## src/rtl/alu_seq.sv

```systemverilog
// Sequential 16-bit ALU with register-bank style write port and {Z,N,C,V} flags.
// Latency: 1 cycle for single-cycle ops, 16 cycles for shift-add MUL; done/rw_out follow the result edge.
// Backpressure: busy is high while an op is in flight; start is ignored until the FSM is back in IDLE.
module alu_seq #(
  parameter int MUL_EN = 1
) (
  input  logic        clk,
  input  logic        rst_n,
  input  logic        start,
  input  logic [3:0]  op_in,
  input  logic [15:0] a_in,
  input  logic [15:0] b_in,
  output logic        busy,
  output logic        done,
  output logic [15:0] d_out,
  output logic        rw_out,
  output logic [3:0]  flags_out
);

  localparam logic [3:0] OP_ADD  = 4'd0;
  localparam logic [3:0] OP_SUB  = 4'd1;
  localparam logic [3:0] OP_AND  = 4'd2;
  localparam logic [3:0] OP_OR   = 4'd3;
  localparam logic [3:0] OP_XOR  = 4'd4;
  localparam logic [3:0] OP_NOT  = 4'd5;
  localparam logic [3:0] OP_SHL  = 4'd6;
  localparam logic [3:0] OP_SHR  = 4'd7;
  localparam logic [3:0] OP_MUL  = 4'd8;
  localparam logic [3:0] OP_PASS = 4'd9;

  typedef enum logic [1:0] {
    IDLE = 2'd0,
    EXEC = 2'd1,
    MUL  = 2'd2
  } state_t;

  state_t      state;
  state_t      state_nx;

  // Operands captured at the start edge; they stay put for the whole operation.
  logic [3:0]  op_r;
  logic [15:0] a_r;
  logic [15:0] b_r;

  // Shift-add multiplier: multiplicand shifts left, multiplier shifts right, one bit per cycle.
  logic [3:0]  cnt;
  logic [31:0] acc;
  logic [31:0] mcand;
  logic [15:0] mplier;
  logic [31:0] acc_nx;

  // Single-cycle ALU results.
  logic [15:0] res;
  logic        res_c;
  logic        res_v;
  logic        legal;
  logic [16:0] sum17;
  logic [16:0] shl17;
  logic [16:0] shr17;

  logic        take_mul;

  // MUL_EN=0 turns opcode 8 into an ordinary illegal op routed through EXEC.
  assign take_mul = (op_in == OP_MUL) && (MUL_EN != 0);
  assign busy     = (state != IDLE);
  assign acc_nx   = acc + (mplier[0] ? mcand : 32'd0);

  // State register; reset aborts any operation in flight.
  always_ff @(posedge clk) begin
    if (!rst_n) state <= IDLE;
    else        state <= state_nx;
  end

  // Next-state decode.
  always_comb begin
    state_nx = state;
    case (state)
      IDLE:    if (start) state_nx = take_mul ? MUL : EXEC;
      EXEC:    state_nx = IDLE;
      MUL:     if (cnt == 4'd15) state_nx = IDLE;
      default: state_nx = IDLE;
    endcase
  end

  // Combinational ALU for everything except MUL; opcode 8 only reaches EXEC when MUL is disabled.
  always_comb begin
    res   = 16'h0000;
    res_c = 1'b0;
    res_v = 1'b0;
    legal = 1'b1;
    sum17 = 17'd0;
    shl17 = {1'b0, a_r} << b_r[3:0];
    shr17 = {a_r, 1'b0} >> b_r[3:0];
    case (op_r)
      OP_ADD: begin
        sum17 = {1'b0, a_r} + {1'b0, b_r};
        res   = sum17[15:0];
        res_c = sum17[16];
        res_v = (a_r[15] == b_r[15]) && (sum17[15] != a_r[15]);
      end
      OP_SUB: begin
        // Bit 16 of the 17-bit difference is the unsigned borrow (A < B).
        sum17 = {1'b0, a_r} - {1'b0, b_r};
        res   = sum17[15:0];
        res_c = sum17[16];
        res_v = (a_r[15] != b_r[15]) && (sum17[15] != a_r[15]);
      end
      OP_AND:  res = a_r & b_r;
      OP_OR:   res = a_r | b_r;
      OP_XOR:  res = a_r ^ b_r;
      OP_NOT:  res = ~a_r;
      OP_SHL: begin
        // Extra bit above A catches the last bit shifted out; stays 0 for a zero shift.
        res   = shl17[15:0];
        res_c = shl17[16];
      end
      OP_SHR: begin
        // Extra bit below A catches the last bit shifted out; stays 0 for a zero shift.
        res   = shr17[16:1];
        res_c = shr17[0];
      end
      OP_PASS: res = b_r;
      default: legal = 1'b0;
    endcase
  end

  // Datapath: operand capture, MUL iteration, result/flag registers and the completion pulses.
  always_ff @(posedge clk) begin
    if (!rst_n) begin
      op_r      <= 4'd0;
      a_r       <= 16'h0000;
      b_r       <= 16'h0000;
      cnt       <= 4'd0;
      acc       <= 32'd0;
      mcand     <= 32'd0;
      mplier    <= 16'h0000;
      d_out     <= 16'h0000;
      flags_out <= 4'b0000;
      done      <= 1'b0;
      rw_out    <= 1'b0;
    end else begin
      done   <= 1'b0;
      rw_out <= 1'b0;
      case (state)
        IDLE: begin
          if (start) begin
            op_r   <= op_in;
            a_r    <= a_in;
            b_r    <= b_in;
            cnt    <= 4'd0;
            acc    <= 32'd0;
            mcand  <= {16'h0000, a_in};
            mplier <= b_in;
          end
        end
        EXEC: begin
          done <= 1'b1;
          if (legal) begin
            rw_out    <= 1'b1;
            d_out     <= res;
            flags_out <= {(res == 16'h0000), res[15], res_c, res_v};
          end
        end
        MUL: begin
          acc    <= acc_nx;
          mcand  <= mcand << 1;
          mplier <= mplier >> 1;
          cnt    <= cnt + 4'd1;
          if (cnt == 4'd15) begin
            done      <= 1'b1;
            rw_out    <= 1'b1;
            d_out     <= acc_nx[15:0];
            flags_out <= {(acc_nx[15:0] == 16'h0000), acc_nx[15], (acc_nx[31:16] != 16'h0000), 1'b0};
          end
        end
        default: ;
      endcase
    end
  end

endmodule

```

## config.mk

```make
export PLATFORM = sky130hd
export DESIGN_NAME = alu_seq
export DESIGN_NICKNAME = d
export VERILOG_FILES = /design/src/rtl/alu_seq.sv
export SDC_FILE = /design/constraint.sdc
export NUM_CORES = 1
export LEC_CHECK = 0
export ABC_CLOCK_PERIOD_IN_PS = 3300
export CAP_MARGIN = 20
export CORE_MARGIN = 5
export CORE_UTILIZATION = 30
export DETAILED_ROUTE_END_ITERATION = 8
export PLACE_DENSITY_LB_ADDON = 0.1
export SLEW_MARGIN = 20
export SYNTH_ARGS = -nofsm -noshare
export SYNTH_HDL_FRONTEND = slang
export SYNTH_SLANG_ARGS = --single-unit
```

## constraint.sdc

```tcl
create_clock -name clk -period 3.3 [get_ports clk]
set_input_delay 0.66 -clock clk [delete_from_list [all_inputs] [get_ports clk]]
set_output_delay 0.66 -clock clk [all_outputs]
set_load 0.02 [all_outputs]
```

==> results of run 1 <==
[what timing repair did]
item / CTS / global route
resized for setup: 68 / 84
endpoints found under the setup margin: 10 / 10
setup buffers: 6 / 11
pin swaps: 32 / 39
[per-stage QoR]
step	total power, mW	instances	instance area [sq um]	TNS [ns]
after floorplan	2.79	1542	11700	-0.00192
after global placement	3.58	2265	14600	-0.894
after detailed placement	3.57	2265	14600	-0.922
after CTS	5.71	2303	15500	-0.0153
after global routing	5.95	2314	16000	-0.401
final	5.72	2314	16000	-0.0460
[final cells by class]
cell class / instances / area (sq um)
clock inverters: 13 / 164
inverters: 64 / 241
repair buffers: 346 / 2890
multi-input cells: 1211 / 8730
flip-flops and latches: 143 / 2870
clock buffers: 19 / 443
fillers: 4074 / 22600
well taps: 518 / 648
[power by group through the flow]
stage                     Combinational, mW  Sequential (mW)  Clock, mW
after CTS                              1.70             1.88       2.13
after floorplan                       0.878             1.92          0
after detailed placement               1.65             1.92          0
after global placement                 1.65             1.92          0
after global routing                   1.87             1.89       2.19
final                                  1.75             1.88       2.09
[worst max-delay path, cell delays in order, from the launching register on]
cell	delay, ns
dfxtp_4	0.36
and2_4	0.14
ha_4	0.16
fa_2	0.39
a21oi_4	0.22
o21ai_4	0.09
a31oi_4	0.22
a21oi_2	0.09
or3_4	0.35
a211oi_2	0.26
o211ai_1	0.11
or4_1	0.49
nor4_2	0.25
a21oi_1	0.08
[cell usage in the layout, fill, tap and decap left out, types with 8 or more instances in the layout]
| cell type | synthesis | final |
|---|---|---|
| a21o_1 | 9 | 8 |
| mux2_2 | 10 | 10 |
| nand4_1 | 14 | 14 |
| ha_1 | 84 | 64 |
| o21ai_1 | 1 | 9 |
| nand3_1 | 15 | 13 |
| or4_1 | 10 | 9 |
| a211oi_2 | 1 | 8 |
| nand2_1 | 173 | 171 |
| ha_4 | 0 | 16 |
| o21ai_2 | 0 | 10 |
| inv_1 | 62 | 62 |
| a211oi_1 | 21 | 13 |
| nand2b_1 | 17 | 17 |
| a21oi_2 | 0 | 11 |
| a22oi_1 | 53 | 52 |
| o211ai_1 | 25 | 25 |
| clkbuf_16 | 0 | 17 |
| clkdlybuf4s50_1 | 0 | 61 |
| nor2_1 | 170 | 169 |
| buf_6 | 1 | 9 |
| buf_12 | 0 | 8 |
| a21oi_1 | 137 | 121 |
| mux4_2 | 22 | 22 |
| o22ai_1 | 54 | 52 |
| and2_1 | 42 | 33 |
| dfxtp_1 | 143 | 138 |
| nor2b_1 | 12 | 12 |
| a31oi_1 | 12 | 11 |
| buf_4 | 2 | 267 |
| xor2_1 | 18 | 17 |
| o21ai_0 | 103 | 84 |
| o21bai_1 | 10 | 8 |
| mux2i_1 | 33 | 33 |
| nor4_1 | 11 | 8 |
| nor3_1 | 26 | 21 |
| xnor2_1 | 16 | 16 |
[routing by layer]
metal,GRT usage,up-vias,wire [microns]
met5,0,-,0
met4,0.0538,0,1050
met3,0.0418,53,3100
met2,0.315,410,20400
met1,0.356,6259,26000
li1,-,6089,-
[sequential cells by signal, summed over array words and instances, names as in the netlist]
name and flops:
mplier 16, cnt 4, flags_out 4, acc 32, rw_out 1, b_r 16
a_r 16, op_r 4, done 1, state 2, d_out 15, mcand 32
[kinds of logic after synthesis]
logic type / synth area share
muxes: 0.0874
DFF: 0.246
AOI/OAI and AO/OA: 0.272
buffers and inverters: 0.0630
adders and majority gates: 0.0954
and+or+nand+nor: 0.211
xor gates and xnor gates: 0.0256
[path summary, 6_finish.rpt]
check / to / depth (start not counted)
hold reg to reg: d_out[10]$_SDFFE_PN0P_ / 2
setup / recovery: flags_out[1]$_SDFFE_PN0P_ / 13
hold / removal: d_out[10]$_SDFFE_PN0P_ / 2
setup reg to reg: flags_out[1]$_SDFFE_PN0P_ / 13
==> reports/metrics.csv, run 1 <==
metric;value;unit
skew final;0.0227;ns
Port Buffers;61;
final WL;50600;microns
relative slew slack;0.433;
initial antenna violation count;1;
synth unique cells;81;
Hold Path Origin;d_out[10]$_SDFFE_PN0P_;
initial cell density of the core;0.302;
share of cells above drive strength 1;0.261;
site row count;72;
P per Cell Area;358;nW/um^2
Synth Instances;1542;
chip height;207;microns
Worst R2R Start;mplier[0]$_SDFFE_PN0P_;
DR pass1 iterations;5;
part of the power in registers;0.329;
Skew-Pair Late Insertion Delay;0.47;ns
failing checks;setup timing;
H-tree level count;4;
Vias;12800;
clock share of power;0.365;
crit path from;mplier[0]$_SDFFE_PN0P_;
final slew viol count;0;
Pleak;6.30;nW
Area growth syn-to-layout;37.4;%
CP Max Fanout;5;
Reg clk slew, reported paths;0.07;ns
count leader, synth;nand2_1;
Die Area;42900;sq um
crit path capture type;register;
final setup fails;2;
nets@finish;1909;
worst path required time;3.65;ns
Worst R2R Setup Slack;-0.03;ns
Yosys warning count;0;
dpl ws;-0.249;ns
Comb pwr share;0.306;
min-delay worst type;reg -> reg;
Layout Utilization;0.415;
RSZ-0062 raised after global routing;yes;
Post-synth top flop;dfxtp_1;
Syn Area/Cell;7.55;sq um
Yosys reg bits;143;
FMAX;0.300;GHz
total clock sinks;143;
DR DRC count;0;
routed len/inst;21.9;microns
outcome;finished, violations left;
root buf cell;clkbuf_16;
CTS buffer count;17;
vias per cell;5.54;
Die Width;207;microns
CTS tree;yes;
Synth top area share;0.246;
Max-Cap Viols;0;
Final WS setup;-0.0323;ns
register area share after synthesis;0.246;
Crit path arrival time;3.68;ns
hold buffer count at CTS;0;
Worst Setup Path Type;reg -> reg;
EDFF count, synth;0;
gp weighted congestion;0.951;
grt ovf;0;
num ports;62;
Hold Slack;0.452;ns
sw power;1.96;mW
Synth area leaders;dfxtp_1 25%, ha_1 9.0%, a21oi_1 5.9%, nand2_1 5.6%, nor2_1 5.5%;
first-pass GRT wire length;76400;microns
Post-DP HPWL;39500;microns
Core ar.;38600;sq um
Tcrit/Tclk final;1.01;
internal power;3.77;mW
final hold violations;0;
dominant cell type by area after synthesis;dfxtp_1;
Synth async-reset ratio;0;
Mapped Area;11600;sq um
DRT antenna net count;0;
Worst Setup Start Kind;register;
clock buffer depth;2;
fin crit period;3.33;ns
number of inserted diodes;0;
initial DRC count;1012;
Worst Tran Pin Value;0.840;ns
IR drop worst, VDD;0.000389;V
synth cell count leaders;173 x nand2_1, 170 x nor2_1, 143 x dfxtp_1;
switching share of power;0.342;
largest net degree at the start of global routing;60;
overall routing resource usage;0.226;
syn nets;1668;
vias in the first global route;12200;
Power figures use the tool's default switching activity.
==> run 2: changes to the inputs <==
--- a/config.mk
+++ b/config.mk
@@ -6,7 +6,7 @@
 export NUM_CORES = 1
 export LEC_CHECK = 0
 export ABC_CLOCK_PERIOD_IN_PS = 3300
-export CAP_MARGIN = 20
+export CAP_MARGIN = 15
 export CORE_MARGIN = 5
 export CORE_UTILIZATION = 30
 export DETAILED_ROUTE_END_ITERATION = 8
==> results of run 2 <==
The final DEF is identical to that of run 1; final timing and power are the same.
